==> src/rtl/pwl_logit_stream.sv <==
// pwl_logit_stream: streaming inverse of the PWL sigmoid, Q4.12 probability -> Q4.12 pre-activation
module pwl_logit_stream #(
    parameter int DATA_W = 16,
    parameter int FRAC_W = 12,
    parameter int CNT_W  = 16
) (
    input  logic                     clk,
    input  logic                     rst,
    input  logic                     s_valid,
    output logic                     s_ready,
    input  logic signed [DATA_W-1:0] s_data,
    output logic                     m_valid,
    input  logic                     m_ready,
    output logic signed [DATA_W-1:0] m_data,
    output logic                     m_sat,
    input  logic                     clr_count,
    output logic [CNT_W-1:0]         sat_count
);
    localparam logic signed [DATA_W-1:0] Y_ONE = DATA_W'(1 << FRAC_W);
    localparam logic signed [DATA_W+1:0] Y_MID = (DATA_W+2)'(1 << (FRAC_W-1));
    localparam logic signed [DATA_W-1:0] X_HI  = DATA_W'(2 << FRAC_W);
    localparam logic signed [DATA_W-1:0] X_LO  = -X_HI;
    typedef enum logic [1:0] {LOW, LIN, HIGH} cls_t;
    logic                     en;
    logic                     v1;
    logic signed [DATA_W-1:0] y1;
    cls_t                     c1;
    cls_t                     c_in;
    logic signed [DATA_W+1:0] diff;
    logic signed [DATA_W-1:0] x_nxt;
    assign en      = !m_valid || m_ready;
    assign s_ready = en;
    // classify the incoming sample and form the stage-2 result from stage 1
    always_comb begin
        c_in  = (s_data[DATA_W-1] || s_data == '0) ? LOW : (s_data >= Y_ONE) ? HIGH : LIN;
        diff  = {{2{y1[DATA_W-1]}}, y1} - Y_MID;
        x_nxt = c1 == LOW ? X_LO : c1 == HIGH ? X_HI : DATA_W'(diff <<< 2);
    end
    // both stages advance together; data registers only load under a valid flag
    always_ff @(posedge clk) begin
        if (rst) begin
            v1      <= 1'b0;
            y1      <= '0;
            c1      <= LOW;
            m_valid <= 1'b0;
            m_data  <= '0;
            m_sat   <= 1'b0;
        end else if (en) begin
            v1      <= s_valid;
            m_valid <= v1;
            if (s_valid) begin
                y1 <= s_data;
                c1 <= c_in;
            end
            if (v1) begin
                m_data <= x_nxt;
                m_sat  <= c1 != LIN;
            end
        end
    end
    // saturating count of clamped output transfers; clear beats increment
    always_ff @(posedge clk) begin
        if (rst || clr_count)
            sat_count <= '0;
        else if (m_valid && m_ready && m_sat && sat_count != '1)
            sat_count <= sat_count + CNT_W'(1);
    end
endmodule

==> config.mk <==
export PLATFORM = sky130hd
export DESIGN_NAME = pwl_logit_stream
export DESIGN_NICKNAME = d
export VERILOG_FILES = /design/src/rtl/pwl_logit_stream.sv
export SDC_FILE = /design/constraint.sdc
export NUM_CORES = 1
export LEC_CHECK = 0
export BUFFER_PORTS_ARGS = -buffer_cell sky130_fd_sc_hd__clkbuf_2
export CAP_MARGIN = 10
export CORE_MARGIN = 5
export CORE_UTILIZATION = 52
export DETAILED_ROUTE_END_ITERATION = 12
export PLACE_DENSITY_LB_ADDON = 0.25
export SLEW_MARGIN = 0
export SYNTH_ARGS = -nofsm -noshare
export SYNTH_HDL_FRONTEND = slang
export SYNTH_SLANG_ARGS = --single-unit
==> constraint.sdc <==
create_clock -name clk -period 2.1 [get_ports clk]
set_input_delay 0.105 -clock clk [delete_from_list [all_inputs] [get_ports clk]]
set_output_delay 0.105 -clock clk [all_outputs]
set_load 0.01 [all_outputs]
After elaboration in Yosys (flattened, before gate mapping)
Cells that the tools add are included.
W data, S select, Z words.

storage, ports and cells
  register bits after elaboration = 51
  bits in latches = 0
  RAM bits = 0
  ROM bits = 0
  bits of input ports = 21
  output and inout bits = 35
  word-level logic and storage cells = 28
  memories kept = 0

cells by class
  add/subtract/negate cells = 2
  multiply operators = 0
  div/mod/pow operators = 0
  magnitude comparators = 1
  equality and inequality tests = 3
  shift operators = 0
  multiplexer cells = 4
  bitwise gates (word level) = 0
  reductions and logical operators = 11

operators by type and width
  kind                      number
  $mux W16                  2
  $add A16 B1 Y16 const B   1
  $ge A16 B14 Y1 const B    1
  $logic_not A16 Y1         1
  $ne A16 B16 Y1 const B    1
  $sub A14 B13 Y14 const B  1
  $mux W2                   2
  $reduce_and A2 Y1         2
  $logic_and A1 B1 Y1       3
  $logic_or A1 B1 Y1        3
  $eq A2 B2 Y1 const B      1
  $logic_not A2 Y1          1
  $ne A2 B1 Y1 const B      1
  $logic_not A1 Y1          1

Longest topological paths before layout
  depth in word-level cells = 3
  gate-level depth with buffers = 6
  gate-level depth less buffers = 6

Worst setup path before layout
OpenSTA, ideal clock, no wires.

  path kind = register to register
  from = register sat_count[0]
  to = register sat_count[8]
  library setup time = 0.071 ns
  data arrival time = 1.557 ns
  data required time = 2.029 ns
  slack = 0.471 ns
  stages on the path, launching flop included = 6
  buffers on the path = 0
  cell sequence = dfxtp_1 ha_1 nand3_2 nand2b_4 or4_1 a21oi_1

between the ends
  word-level cells in the longest chain between the ends = 2
  elaborated cells on any way between the ends = 3
  those cells by class = add/sub (1); eq/ne (1); reduce/logical (1)

RTL lines
  element                                                                  line  RTL
  start, declared                                                          17    output logic [CNT_W-1:0] sat_count
  start signal, assigned                                                   66    sat_count <= sat_count + CNT_W'(1);
  parallel branches: the longest is 2 deep, another holds $add A16 B1 Y16  n/a

Parallel ways; which one is timed is not known.
A chain may end at the register's enable or synchronous reset.

Worst setup path after layout
Same ends and word-level chain as after synthesis.

==> reports/results.ini <==
[logic_synthesis]
ys_seq_area_frac=0.458
synth_top_area_frac=0.458
synth_edf_count=0
synth_cells=258
yosys_warnings=0
ys_top_cells_by_area=dfxtp_1 46%, nand2_1 9.6%, a21oi_1 8.9%
yosysUniqueCellTypes=46
avgSynthCellArea_um2=8.30
yosysTopAreaCell=dfxtp_1
synthArstFlopShare=0
synthFlopType=dfxtp_1
ys_seq_elements=49
syn-cell-area_mm2=0.00214

[routing]
dr_wl_met3_um=212
m1WireLength_mm=2.07
via_count=1991
wl_met2_mm=2.42
avgRoutedWirePerCell_um=13.3
detail_route.iter0.violations=96
drt_pass1_iterations=4
wl_mm=4.76
maxUsedRoutingLayer=met4
drc=0
vias_per_cell=5.58
ant_nets=0

[clock_network]
h-tree-depth=2
cts_hold_buf=0
cts_root_buf=clkbuf_8
cts_resized=0
post-cts-setup-buffer-count=0
cts_tree=done
clk_pin_slew_ns=0.09
cts_made_buffers=5
insertion_delay_ns=0.30
cts.sinks=49
clockBufferDepth=2

[die]
die_w_um=74.2
dieArea_mm2=0.00550
die_h_um=74.2
coreArea_mm2=0.00400
rows=23
start_util=0.535
io_pins=56

[min_path]
min-delay-start=s_data[13]
min_path_type=in2reg

[sta]
period_share=0.806
slew_headroom=0.611
worst_slew_pin_slew_ns=0.583
rsz0062_at_grt=no
tns_ns=0
finalSetupViolCount=0
hold_viol_final=0
period_minus_slack_ns=1.69
skew_ns=0.00802
final-max-slew-violation-count=0
fmax_ghz=0.591

[worst_setup_path]
startpoint_type=flip-flop
slowest_stage=or4_1
cp_max_fo=7
setup.worst_path.end_class=flip-flop
critical-path-max-stage-delay_ns=0.51
r2r-end=sat_count[8]
crit_end=sat_count[8]
rr_startpoint=sat_count[0]
crit_chain=ha_1, nand3_2, nand2b_4, or4_1, a21oi_1
reg2reg_slack_ns=0.41
worstPathRequired_ns=2.33
startpoint=sat_count[0]
crit_arrival_ns=1.92
ff2ff_path_depth=5
worstSetupPathType=reg2reg

[placed_design]
gp_congestion=0.782
dpl.hpwl_mm=3.39
portBuffers=53

[global_routing]
grt_overflow=0
grt_max_degree=31
grt_pass1_wl_mm=7.81
grt_pass1_vias=1777
track_usage=0.183
antenna_found_initial=0

[flow_run]
maxCapViolCount=0

[cells_and_area]
synthToLayoutAreaGrowth_pct=18.2
fin_util=0.633
final_common_cell=nand2_1
drive_gt1_frac=0.251
layout.nets=329
final_cell_mix=55 x nand2_1, 53 x clkbuf_2, 49 x dfxtp_1
antennaDiodeCount=0

[run_status]
outcome=finished clean

[power]
pwr_density_cell_mw_per_mm2=696
ir_worst_vdd_v=0.000685
p_leak_nw=1.02

==> stage by stage <==
stage,hold WS (ns),cell area [um^2],total power [mW],worst slack (ns),cells
CTS,0.0197,2530,1.78,0.418,357
global route,0.0168,2530,1.84,0.295,357
global placement,0.346,2420,1.11,0.480,349
finish,0.0292,2530,1.76,0.408,357
floorplan,0.241,2140,1.07,0.471,259
detailed placement,0.348,2420,1.12,0.447,349
==> layer usage <==
layer | global-route usage | up-vias
li1 | - | 1016
met1 | 0.206 | 924
met2 | 0.332 | 45
met3 | 0.0473 | 6
met4 | 0.0644 | 0
met5 | 0 | -
==> cell usage after synthesis (all sizes together) (2+ instances only) <==
| library cell | instances |
|---|---|
| o31ai | 6 |
| nor3 | 5 |
| dfxtp | 49 |
| o21ai | 3 |
| mux2i | 2 |
| a21oi | 40 |
| and3 | 3 |
| nor2 | 8 |
| or2 | 2 |
| and2 | 2 |
| nand2 | 55 |
| nand3 | 20 |
| and4 | 4 |
| nand2b | 2 |
| or4 | 5 |
| inv | 3 |
| or3 | 4 |
| clkbuf | 11 |
| ha | 2 |
| nand4 | 4 |
| nor4 | 8 |
| a31oi | 2 |
| buf | 6 |
==> worst max-delay path, delay by kind of cell (launching register included) <==
kind	cells	cell delay (ns)
AOI/OAI and AO/OA	1	0.15
adders and majority gates	1	0.21
DFF	1	0.40
and+or+nand+nor	3	0.89
==> flip-flops by register name (all words and copies together) (netlist names) <==
name	cells
sat_count	16
m_sat	1
y1	14
c1	2
v1	1
m_valid	1
m_data	14
==> how the worst min path moves through the flow <==
stage	to	slack, ns	depth (start not counted)
CTS	y1[13]	0.02	3
global placement	y1[12]	0.35	3
detailed placement	y1[13]	0.35	3
global route	y1[12]	0.02	3
floorplan	y1[0]	0.24	2
finish	y1[13]	0.03	3
==> report_power, final <==
group	internal, mW	switching [mW]
combinational	0.0457	0.0793
sequential	0.954	0.0148
clock	0.358	0.309
total	1.36	0.403
==> layout make-up <==
type                    instances  area [um^2]
inverters                       3         11.3
repair buffers                 57          295
clock buffers                   6         72.6
clock inverters                 2         38.8
well taps                      50         62.6
flip-flops and latches         49          981
multi-input cells             190         1070
fillers                       369         1470
==> logic make-up after synthesis <==
family	after synthesis	synth area share
compound gates	58	0.160
mux	2	0.00935
other cells	1	0.00175
flops	49	0.458
xor+xnor	1	0.00409
buf+inv	20	0.0438
fa+ha+maj	2	0.0117
simple gates	125	0.312
No activity file was read; power rests on OpenSTA's default activity.
